## src/rtl/elastic_fifo_buffer.sv

```systemverilog
// Elastic valid/ready FIFO with opaque (registered) or transparent (bypass-when-empty) output.
// Define ELASTIC_FIFO_BUFFER_OCCUPANCY_EN to expose the registered occupancy count.
module elastic_fifo_buffer #(
  parameter int unsigned DATA_TYPE   = 64,
  parameter int unsigned NUM_SLOTS   = 2,
  parameter int unsigned TRANSPARENT = 0
) (
  input  logic                         clk,
  input  logic                         rst,
  input  logic [DATA_TYPE-1:0]         ins,
  input  logic                         ins_valid,
  output logic                         ins_ready,
  output logic [DATA_TYPE-1:0]         outs,
  output logic                         outs_valid,
  input  logic                         outs_ready
`ifdef ELASTIC_FIFO_BUFFER_OCCUPANCY_EN
  ,
  output logic [$clog2(NUM_SLOTS+1)-1:0] occupancy
`endif
);

  localparam int unsigned PtrW = (NUM_SLOTS > 1) ? $clog2(NUM_SLOTS) : 1;
  localparam logic [PtrW-1:0] LastPtr = PtrW'(NUM_SLOTS - 1);

  logic [DATA_TYPE-1:0] mem_q [NUM_SLOTS];
  logic [PtrW-1:0]      rd_ptr_q, rd_ptr_d;
  logic [PtrW-1:0]      wr_ptr_q, wr_ptr_d;
  // Low during reset and for the first cycle after it, so ins_ready stays registered.
  logic                 live_q;
  logic                 empty, full, bypass;
  logic                 push, pop, wr_en, rd_en;

  assign bypass     = (TRANSPARENT != 0) && empty;
  assign ins_ready  = live_q && !full;
  assign outs_valid = bypass ? (live_q && ins_valid) : !empty;
  assign outs       = bypass ? ins : mem_q[rd_ptr_q];

  assign push  = ins_valid && ins_ready;
  assign pop   = outs_valid && outs_ready;
  // A bypassed token consumed in the same cycle never touches storage.
  assign wr_en = push && !(bypass && pop);
  assign rd_en = pop && !bypass;

  always_comb begin
    rd_ptr_d = rd_ptr_q;
    wr_ptr_d = wr_ptr_q;
    if (rd_en) rd_ptr_d = (rd_ptr_q == LastPtr) ? '0 : rd_ptr_q + 1'b1;
    if (wr_en) wr_ptr_d = (wr_ptr_q == LastPtr) ? '0 : wr_ptr_q + 1'b1;
  end

`ifdef ELASTIC_FIFO_BUFFER_OCCUPANCY_EN
  localparam int unsigned CntW = $clog2(NUM_SLOTS + 1);

  logic [CntW-1:0] count_q, count_d;

  assign empty     = (count_q == '0);
  assign full      = (count_q == CntW'(NUM_SLOTS));
  assign occupancy = count_q;

  always_comb begin
    count_d = count_q;
    if (wr_en && !rd_en)      count_d = count_q + 1'b1;
    else if (rd_en && !wr_en) count_d = count_q - 1'b1;
  end

  always_ff @(posedge clk or negedge rst) begin
    if (!rst) count_q <= '0;
    else      count_q <= count_d;
  end
`else
  // Equal pointers are ambiguous; full_q tells full from empty.
  logic full_q, full_d;

  assign empty = (rd_ptr_q == wr_ptr_q) && !full_q;
  assign full  = full_q;

  always_comb begin
    full_d = full_q;
    if (wr_en && !rd_en)      full_d = (wr_ptr_d == rd_ptr_q);
    else if (rd_en && !wr_en) full_d = 1'b0;
  end

  always_ff @(posedge clk or negedge rst) begin
    if (!rst) full_q <= 1'b0;
    else      full_q <= full_d;
  end
`endif

  always_ff @(posedge clk or negedge rst) begin
    if (!rst) begin
      rd_ptr_q <= '0;
      wr_ptr_q <= '0;
      live_q   <= 1'b0;
    end else begin
      rd_ptr_q <= rd_ptr_d;
      wr_ptr_q <= wr_ptr_d;
      live_q   <= 1'b1;
    end
  end

  always_ff @(posedge clk) begin
    if (wr_en) mem_q[wr_ptr_q] <= ins;
  end

endmodule

```

## config.mk

```make
export PLATFORM = sky130hd
export DESIGN_NAME = elastic_fifo_buffer
export DESIGN_NICKNAME = d
export VERILOG_FILES = /design/src/rtl/elastic_fifo_buffer.sv
export SDC_FILE = /design/constraint.sdc
export NUM_CORES = 1
export LEC_CHECK = 0
export CORE_AREA = 2 2 144 146
export DETAILED_ROUTE_END_ITERATION = 16
export DIE_AREA = 0 0 146 148
export SLEW_MARGIN = 20
export SYNTH_ARGS = -nofsm -noshare
export SYNTH_HDL_FRONTEND = slang
export SYNTH_SLANG_ARGS = --single-unit
```

## constraint.sdc

```tcl
create_clock -name clk -period 3.74 [get_ports clk]
set_input_delay 0.748 -clock clk [delete_from_list [all_inputs] [get_ports clk]]
set_output_delay 0.748 -clock clk [all_outputs]
set_load 0.03 [all_outputs]
```

==> summary.txt, run 1 <==
Final layout
  – Nets: 441
  – Area of the multi-input gates: roughly 940 um^2
  – Fill count: approximately 1900
  – Layout cells sized above 1: 0.266
  – Seq. cell area: 3950 um^2
  – Area Growth Syn to Fin: 46.4%
  – Non-filler cells, final: approximately 650
  – Antenna cells: 0

STA
  – Max-slew violations: 0
  – Final worst path period need: ~3.2 ns
  – Tcrit/Tclk final: 0.855
  – Hold Vio Cnt, Final: 0
  – Max Clock Skew: roughly 0.0076 ns
  – RSZ-0062 raised after global routing: no
  – Fmax: about 310 MHz
  – Setup TNS: 0 ns
  – Final setup vio count: 0

Floorplanning
  – Die area: 21600 um^2
  – Core area: 20000 um^2
  – I/O pin count: 134
  – Die X: between 100 and 150 um
  – Initial Util: 0.246
  – Die Span Y: ~150 um
  – Rows: between 50 and 60

Synth
  – Main synth FF type: edfxtp_1
  – Top-area cell type share of the netlist area: 0.779
  – Syn avg cell area: approximately 22 um^2
  – Synth warn: 0
  – Synthesized cell area: 4930 um^2
  – Most frequent cell after synthesis: edfxtp_1
  – Number of synthesized flops with an enable pin: 128
  – Synth area leaders: edfxtp_1 78%, mux2_2 10%, mux2_4 5.8%, dfrtp_1 2.0%, buf_6 0.91%
  – Async SR Flop Fraction: 0.0303
  – #FFs+latches synth: 132
  – Synth cell types: 19
  – Sequential share of the synthesized area: 0.800
  – Post-synthesis cell count: 223
  – Syn Nets: just under 300
  – Synth area leader: edfxtp_1
  – Commonest cells post-synth: 128 x edfxtp_1, 45 x mux2_2, 19 x mux2_4

Clocking
  – Setup Buffers After CTS: 0
  – Reg clk slew, reported paths: approximately 0.06 ns
  – CTS root buf: clkbuf_16
  – Skew-Pair Late Insertion Delay: 0.41 ns
  – Clock sink count: approximately 130
  – H-tree levels: 4
  – CTS resizes: 0
  – CTS tree: done
  – Hold buffer count at cts: 0
  – Max clock buf depth: 2
  – TritonCTS Buffers: 17

Run status
  – Outcome: finished, final reports clean

GRT
  – Met1 Track Usage GR: 0.110
  – Met3 usage: 0.0340
  – Vias in the first global route: between 2000 and 3000
  – Grt total ovfl: 0
  – Total Routing Usage GR: 0.0951
  – Largest net degree at the start of global routing: 42
  – Initial antenna violation count: 0
  – First-pass GRT wire length: between 15 and 20 mm
  – Global route hottest layer: met2
  – GR met2 Demand/Resource: 0.159

Route
  – WL final: 9.86 mm
  – Pre-Repair DR Iteration Count: 4
  – Vias: between 2000 and 3000
  – DRC: 0
  – Starting DRC count in detailed routing: 89
  – Remaining antenna violation count after routing: 0
  – Vias per cell: 3.85
  – Drt wl/cell: roughly 15 um

Setup path
  – CP required: ~3 ns
  – Startpoint Class: flop
  – CP Capture Type: output pin
  – CP Cell Sequence: buf_12, mux2_2, clkdlybuf4s50_1
  – Arr. time, crit path: roughly 2.5 ns
  – Slowest CP cell: dfrtp_4
  – Crit path kind: reg -> out
  – Slowest Stage Delay on Critical Path: 0.70 ns
  – CP Max Fanout: 41
  – Crit path buffers/inverters: 2
  – Critical path's top delay family: buffers and inverters

Place
  – Cell Count Post-Placement: between 600 and 700
  – RD Place Congestion: approximately 0.67
  – HPWL Detailed: 6.27 mm
  – Port Buf Inserts: 133

Pwr
  – Max VDD drop: roughly 300 uV
  – Leakage power: approximately 2.4 nW
  – Pwr dens: about 760 nW/um^2

Flow run
  – Max Cap Viol: 0

Worst hold path
  – Worst Hold Class: in -> async
[state kept, by name, summed over array words and instances, names as in the netlist]
signal and cells:
full 1, wr_ptr_q 1, mem_q 128, live_q 1, rd_ptr_q 1
[layout make-up]
| class | instances | share of cell area |
|---|---|---|
| Tap cell | 270 | 0.0468 |
| Timing Repair Buffer | 136 | 0.193 |
| Inverter | 2 | 0.00104 |
| Multi-Input combinational cell | 81 | 0.130 |
| Clock inverter | 15 | 0.0234 |
| Clock buffer | 17 | 0.0589 |
| Sequential cell | 132 | 0.547 |
[where the power goes]
group	internal [mW]	total [mW]	leakage (nW)	switching [mW]
logic	0.893	1.89	0.932	0.992
registers	1.85	1.97	1.22	0.115
clock network	0.997	1.65	0.283	0.657
total	3.74	5.51	2.44	1.76
[per-stage QoR]
step                power (mW)  instance area (um^2)  setup slack (ns)  utilization  hold slack, ns
floorplan                 3.18                  4930             0.616            -           0.452
global placement          3.90                  6620             0.936        0.331           0.548
detailed placement        3.92                  6620             0.922        0.331           0.575
CTS                       5.61                  7220             0.459        0.360           0.521
global route              5.76                  7220             0.413        0.360           0.526
finish                    5.51                  7220             0.543        0.360           0.546
[layer usage]
layer / vias up / share of wire
met5: - / 0
met4: 0 / 0.017
met3: 11 / 0.057
met2: 88 / 0.50
met1: 1242 / 0.42
li1: 1174 / -
[layout by cell type, fill, tap and decap left out]
cell type,netlist,routed
and2_1,1,1
buf_12,0,3
bufinv_16,0,2
clkbuf_16,0,17
clkdlybuf4s50_1,0,133
clkinv_2,0,1
clkinv_4,0,3
clkinvlp_4,0,3
conb_1,1,1
dfrtp_1,4,3
dfrtp_4,0,1
edfxtp_1,128,128
ha_1,3,1
ha_4,0,2
inv_1,2,2
inv_6,0,5
inv_8,0,1
mux2_2,45,45
mux2_4,19,19
nand2_1,2,2
nand2b_1,2,2
nand3b_1,1,1
nor2b_1,1,1
o211ai_1,1,1
o21ai_0,2,2
or2_1,1,1
xnor2_1,1,1
xor2_1,1,1
[kinds of logic (layout without fill, tap and decap cells)]
family / after synthesis / count (layout) / share of synthesized area
AND/OR/NAND/NOR: 8 / 8 / 0.00939
flip-flops: 132 / 132 / 0.800
AO/OA/AOI/OAI: 3 / 3 / 0.00355
adder cells (fa/ha/maj): 3 / 3 / 0.00761
other: 1 / 1 / 0.000760
XOR/XNOR: 2 / 2 / 0.00355
buffers and inverters: 10 / 170 / 0.0147
multiplexers: 64 / 64 / 0.161
[path summary, 6_finish.rpt]
check | start | endpoint | slack (ns) | cells past startpoint
worst max-delay path | rd_ptr_q | outs[54] | 0.54 | 3
worst min-delay path | rst | wr_ptr_q | 0.55 | 1
worst max register to register | full | mem_q[1][25] | 1.72 | 4
worst min register to register | full | full | 0.58 | 2
min in group clk | full | full | 0.58 | 2
max in group asynchronous | rst | rd_ptr_q | 3.00 | 1
(Power assumes the default switching activity.)
==> run 2, diff against run 1 <==
--- a/config.mk
+++ b/config.mk
@@ -5,9 +5,10 @@
 export SDC_FILE = /design/constraint.sdc
 export NUM_CORES = 1
 export LEC_CHECK = 0
-export CORE_AREA = 2 2 144 146
+export CORE_AREA = 2 2 105 107
 export DETAILED_ROUTE_END_ITERATION = 16
-export DIE_AREA = 0 0 146 148
+export DIE_AREA = 0 0 107 109
+export PLACE_DENSITY = 0.78
 export SLEW_MARGIN = 20
 export SYNTH_ARGS = -nofsm -noshare
 export SYNTH_HDL_FRONTEND = slang
==> run 2 against run 1 <==
  * Hold slack worse by 0.098 ns
  * Critical path depth unchanged
  * Sequential power about the same
  * Flip-flop and latch count is the same
  * Sequential share of layout area up 1.8 points
  * Combinational power barely moved
  * Critical endpoint is now outs[22]
  * Largest power group unchanged
==> summary.txt, run 2 (same netlist as run 1, synthesis figures left out) <==
Route
  – Starting DRC count in detailed routing: 119 (+34%)
  – Vias per cell: 4.75 (+23%)
  – DRC: 0 (unchanged)
  – Pre-Repair DR Iteration Count: 4 (unchanged)
  – Vias: 2477 (-1.5%)
  – Remaining antenna violation count after routing: 0 (unchanged)
  – Drt wl/cell: 16.4 um (+8.8%)
  – WL final: 8.55 mm (-13%)

STA
  – Relative slew slack: 0.391
  – Fmax: 311 MHz (-0.47%)
  – Tcrit/Tclk final: 0.859 (+0.00406)
  – Hold Vio Cnt, Final: 0 (unchanged)
  – Final setup vio count: 0 (unchanged)
  – RSZ-0062 raised after global routing: no
  – Max-slew violations: 0 (unchanged)
  – Final worst path period need: 3.21 ns (+0.0152 ns)
  – Tightest Pin Transition: around 0.9 ns
  – Max Clock Skew: 0.00832 ns (+0.000711 ns)
  – Setup TNS: 0 ns (unchanged)

GRT
  – Initial antenna violation count: 0 (unchanged)
  – Grt total ovfl: 0 (unchanged)
  – Largest net degree at the start of global routing: 65 (+55%)
  – Total Routing Usage GR: 0.152 (+0.0572)
  – First-pass GRT wire length: 13.0 mm (-14%)
  – Vias in the first global route: 2632 (-6.4%)

Place
  – HPWL Detailed: 5.27 mm (-16%)
  – RD Place Congestion: 0.712 (+6.9%)
  – Port Buf Inserts: 133 (unchanged)
  – Post-placement cell area: 6420 um^2 (-3.1%)

Worst hold path
  – Worst Hold Class: in -> async

Clocking
  – Skew-Pair Late Insertion Delay: 0.51 ns (+0.10 ns)
  – CTS tree: done
  – Hold buffer count at cts: 0 (unchanged)
  – Clock sink count: 132 (unchanged)
  – CTS resizes: 0 (unchanged)
  – Reg clk slew, reported paths: 0.05 ns (about the same)
  – H-tree levels: 4 (unchanged)
  – Max clock buf depth: 2 (unchanged)
  – CTS root buf: clkbuf_8
  – Setup Buffers After CTS: 0 (unchanged)
  – TritonCTS Buffers: 17 (unchanged)

Final layout
  – Commonest non-fill, non-tap cell in the layout: clkdlybuf4s50_1
  – Max reg flops: 128 (unchanged)
  – Antenna cells: 0 (unchanged)
  – Area Growth Syn to Fin: 41.6%
  – Layout cells sized above 1: 0.244 (-0.0222)
  – Nets: 439 (-0.45%)
  – Commonest non-fill, non-tap cells in the layout: 133 x clkdlybuf4s50_1, 128 x edfxtp_1, 45 x mux2_2
  – Design area: 6980 um^2 (-3.2%)
  – Register with the most flip-flops: mem_q
  – Fill count: 748 (-61%)

Floorplanning
  – Initial Util: 0.465 (+0.219)
  – Die Span Y: 109 um (-26%)
  – Rows: 38 (-27%)
  – Die X: 107 um (-27%)
  – Die area: 11700 um^2 (-46%)
  – Core area: 10600 um^2 (-47%)
  – I/O pin count: 134 (unchanged)

Setup path
  – CP required: 2.99 ns (about the same)
  – CP Capture Type: output pin
  – Slowest Stage Delay on Critical Path: 0.60 ns (-0.10 ns)
  – Crit path kind: reg -> out
  – CP Cell Sequence: buf_12, mux2_2, clkdlybuf4s50_1
  – Arr. time, crit path: 2.46 ns (about the same)
  – Startpoint Class: flop
  – CP Max Fanout: 54 (+32%)
  – Slowest CP cell: dfrtp_4

Flow run
  – Max Cap Viol: 0 (unchanged)

Run status
  – Outcome: finished, final reports clean

Pwr
  – Pwr dens: 770 nW/um^2 (+0.91%)
  – Max VDD drop: 459 uV (+51%)
  – Leakage power: 2.40 nW (-1.4%)
-- run 2: cell types whose count changed in the layout (fill, tap and decap cells not counted), sizes merged --
cell	delta
inv	-6
clkbuf	+3
buf	-2
bufinv	+1
clkinv	+2
-- run 2: final cells by class --
type	count	area [um^2]	share of cell area
well taps	140	175	0.0251
flip-flops and latches	132	3950	0.565
clock inverters	12	138	0.0197
multi-input cells	81	940	0.135
clock buffers	20	425	0.0609
repair buffers	134	1350	0.193
inverters	2	7.51	0.00107
-- run 2: critical path, delay by kind of cell (launching register included) --
family | cells | cell delay (ns)
buffers and inverters | 2 | 0.93
DFF | 1 | 0.60
muxes | 1 | 0.39
-- run 2: final timing paths --
| check | start | endpoint | slack [ns] | depth (start not counted) |
|---|---|---|---|---|
| max | rd_ptr_q | outs[22] | 0.53 | 3 |
| min | rst | live_q | 0.45 | 1 |
| max reg2reg | full | mem_q[0][6] | 1.68 | 3 |
| min reg2reg | full | full | 0.55 | 2 |
| max in group asynchronous | rst | rd_ptr_q | 3.09 | 1 |
| min in group clk | full | full | 0.55 | 2 |
-- run 2: routing by layer --
layer,global-route usage,wire length [um],vias to the layer above
li1,-,-,1165
met1,0.181,3640,1215
met2,0.248,4340,89
met3,0.0586,487,8
met4,0.0668,83,0
met5,0,0,-
-- run 2: through the flow --
stage,util,setup WS [ns],hold WS (ns),power [mW],instances
floorplan,-,0.616,0.452,3.18,223
global placement,0.606,1.04,0.535,3.84,489
detailed placement,0.606,1.04,0.541,3.86,489
CTS,0.659,0.475,0.420,5.44,521
global route,0.659,0.403,0.440,5.59,521
finish,0.659,0.527,0.448,5.38,521
-- run 2: where the power goes --
group	switching [mW]	leakage, nW	total [mW]	internal, mW
Combinational	0.983	0.916	1.86	0.878
Sequential	0.0938	1.22	1.95	1.86
Clock	0.561	0.265	1.56	1.00
Total	1.64	2.40	5.38	3.74
==> run 3, diff against run 2 <==
--- a/config.mk
+++ b/config.mk
@@ -9,7 +9,6 @@
 export DETAILED_ROUTE_END_ITERATION = 16
 export DIE_AREA = 0 0 107 109
 export PLACE_DENSITY = 0.78
-export SLEW_MARGIN = 20
 export SYNTH_ARGS = -nofsm -noshare
 export SYNTH_HDL_FRONTEND = slang
 export SYNTH_SLANG_ARGS = --single-unit
==> constraint.sdc (replaced) <==
create_clock -name clk -period 3.4 [get_ports clk]
set_input_delay 0.68 -clock clk [delete_from_list [all_inputs] [get_ports clk]]
set_output_delay 0.68 -clock clk [all_outputs]
set_load 0.03 [all_outputs]
==> run 3 against run 2 <==
  * Non-clock buffer count rose by 4
  * Clock skew rose by 0.0010 ns
  * Routed wire length rose by 0.97%
  * Clock power rose by 8%
  * Hold slack got worse by 0.066 ns
  * Critical path depth did not move
  * Worst setup slack got worse by 0.39 ns
  * Register-to-register slack got worse by 0.31 ns
  * Total power rose by 10%
  * Largest cell class unchanged
==> summary.txt, run 3 (same netlist as run 1, synthesis figures left out) <==
Final layout
  – Layout cells sized above 1: 0.255 (+0.0105)
  – Final core utilization: 0.663 (+0.00472)
  – Commonest non-fill, non-tap cells in the layout: 133 x clkdlybuf4s50_1, 128 x edfxtp_1, 45 x mux2_2
  – Area Growth Syn to Fin: 42.7%
  – Non-filler cells, final: 525 (+0.77%)
  – Register with the most flip-flops: mem_q
  – Max reg flops: 128 (unchanged)
  – Nets: 443 (+0.91%)
  – Antenna cells: 0 (unchanged)
  – Commonest non-fill, non-tap cell in the layout: clkdlybuf4s50_1

GRT
  – Grt total ovfl: 0 (unchanged)
  – First-pass GRT wire length: 13.1 mm (+1.0%)
  – Vias in the first global route: 2680 (+1.8%)
  – Largest net degree at the start of global routing: 44 (-32%)
  – Total Routing Usage GR: 0.155 (+0.00322)
  – Initial antenna violation count: 0 (unchanged)

Pwr
  – Max VDD drop: 432 uV (-5.8%)
  – Leakage power: 2.44 nW (+1.6%)
  – Pwr dens: 841 nW/um^2 (+9.2%)

Place
  – HPWL Detailed: 5.67 mm (+7.6%)
  – Cell Count Post-Placement: 493 (+0.82%)
  – Port Buf Inserts: 133 (unchanged)
  – RD Place Congestion: 0.685 (-3.7%)

STA
  – Relative slew slack: 0.594 (+0.204)
  – Fmax: slightly above 300 MHz
  – Max Clock Skew: 0.00933 ns (+0.00100 ns)
  – Tcrit/Tclk final: 0.959
  – Setup TNS: 0 ns (unchanged)
  – Tightest Pin Transition: 0.608 ns (-0.306 ns)
  – Final setup vio count: 0 (unchanged)
  – RSZ-0062 raised after global routing: no
  – Hold Vio Cnt, Final: 0 (unchanged)
  – Max-slew violations: 0 (unchanged)
  – Final worst path period need: around 3.3 ns

Route
  – Drt wl/cell: 16.5 um (+0.20%)
  – Vias per cell: 4.76 (about the same)
  – DRC: 0 (unchanged)
  – Vias: 2497 (+0.81%)
  – Starting DRC count in detailed routing: 91 (-24%)
  – Remaining antenna violation count after routing: 0 (unchanged)
  – WL final: 8.64 mm (+0.97%)
  – Pre-Repair DR Iteration Count: 4 (unchanged)

Clocking
  – Max clock buf depth: 2 (unchanged)
  – Clock sink count: 132 (unchanged)
  – Skew-Pair Late Insertion Delay: 0.51 ns (about the same)
  – Hold buffer count at cts: 0 (unchanged)
  – Setup Buffers After CTS: 0 (unchanged)
  – CTS root buf: clkbuf_8
  – H-tree levels: 4 (unchanged)
  – TritonCTS Buffers: 17 (unchanged)
  – CTS resizes: 0 (unchanged)
  – CTS tree: done
  – Reg clk slew, reported paths: 0.05 ns (about the same)

Setup path
  – Startpoint Class: flop
  – CP required: 2.72 ns (-0.27 ns)
  – Critical path's top delay family: buffers and inverters
  – Crit path kind: reg -> out
  – Reg2Reg Launch Point: rd_ptr_q
  – CP Max Fanout: 41 (-24%)
  – CP Cell Sequence: buf_4, mux2_2, clkdlybuf4s50_1
  – Arr. time, crit path: 2.58 ns (+0.12 ns)
  – Slowest Stage Delay on Critical Path: 0.80 ns (+0.20 ns)
  – Crit path buffers/inverters: 2 (unchanged)
  – CP Capture Type: output pin
  – Slowest CP cell: dfrtp_4
  – Crit path launch: rd_ptr_q

Run status
  – Outcome: finished, final reports clean

Floorplanning
  – Rows: 38 (unchanged)
  – Initial Util: 0.465 (unchanged)
  – Die Span Y: 109 um (unchanged)
  – Die X: 107 um (unchanged)
  – Die area: 11700 um^2 (unchanged)
  – Core area: 10600 um^2 (unchanged)
  – I/O pin count: 134 (unchanged)

Worst hold path
  – Worst Hold Class: in -> async

Flow run
  – Max Cap Viol: 0 (unchanged)
==> run 3: cell types whose count changed in the layout (fill, tap and decap cells not counted), sizes merged <==
cell / previous run / this run
buf: 1 / 5
bufinv: 3 / 2
clkbuf: 20 / 26
clkinv: 6 / 4
clkinvlp: 3 / 0
==> run 3: area by class of cell <==
cell class / count / area, um^2
sequential: 132 / 3950
fill: 711 / 3570
timing repair buffer: 138 / 1410
multi-input combinational: 81 / 940
clock buffer: 26 / 478
tap: 140 / 175
clock inverter: 6 / 80.1
inverter: 2 / 7.51
==> run 3: metrics by stage <==
stage	setup WS [ns]	hold WS (ns)	power (mW)	instance area, um^2
after floorplan	0.276	0.384	3.50	4930
after global placement	0.687	0.541	4.26	6480
after detailed placement	0.649	0.560	4.29	6480
after CTS	0.110	0.363	5.99	7030
after global routing	0.0254	0.370	6.16	7030
final	0.141	0.382	5.92	7030
==> run 3: layer usage <==
metal	vias to the layer above	routed length, um	track usage
li1	1176	-	-
met1	1220	3380	0.178
met2	94	4630	0.264
met3	7	544	0.0562
met4	0	80	0.0677
met5	-	0	0
==> run 3: final timing paths <==
| kind | to | slack, ns | depth (start not counted) |
|---|---|---|---|
| min in group clk | full | 0.57 | 2 |
| max in group asynchronous | rd_ptr_q | 2.82 | 1 |
| max reg2reg | full | 1.37 | 6 |
| min | live_q | 0.38 | 1 |
| max | outs[1] | 0.14 | 3 |
| min reg2reg | full | 0.57 | 2 |
==> run 3: power breakdown <==
part           total [mW]  internal [mW]  switching, mW
Combinational        2.04          0.997           1.04
Clock                1.68           1.10          0.589
Sequential           2.20           2.04          0.157
Total                5.92           4.13           1.78
==> run 3: worst register-to-register path: cells and delay by family, from the launching register on <==
| family | cells | cell delay [ns] |
|---|---|---|
| flip-flops | 1 | 0.80 |
| AND/OR/NAND/NOR | 1 | 0.14 |
| buffers and inverters | 1 | 0.26 |
| adder cells (fa/ha/maj) | 1 | 0.31 |
| AO/OA/AOI/OAI | 2 | 0.27 |
| XOR/XNOR | 1 | 0.17 |
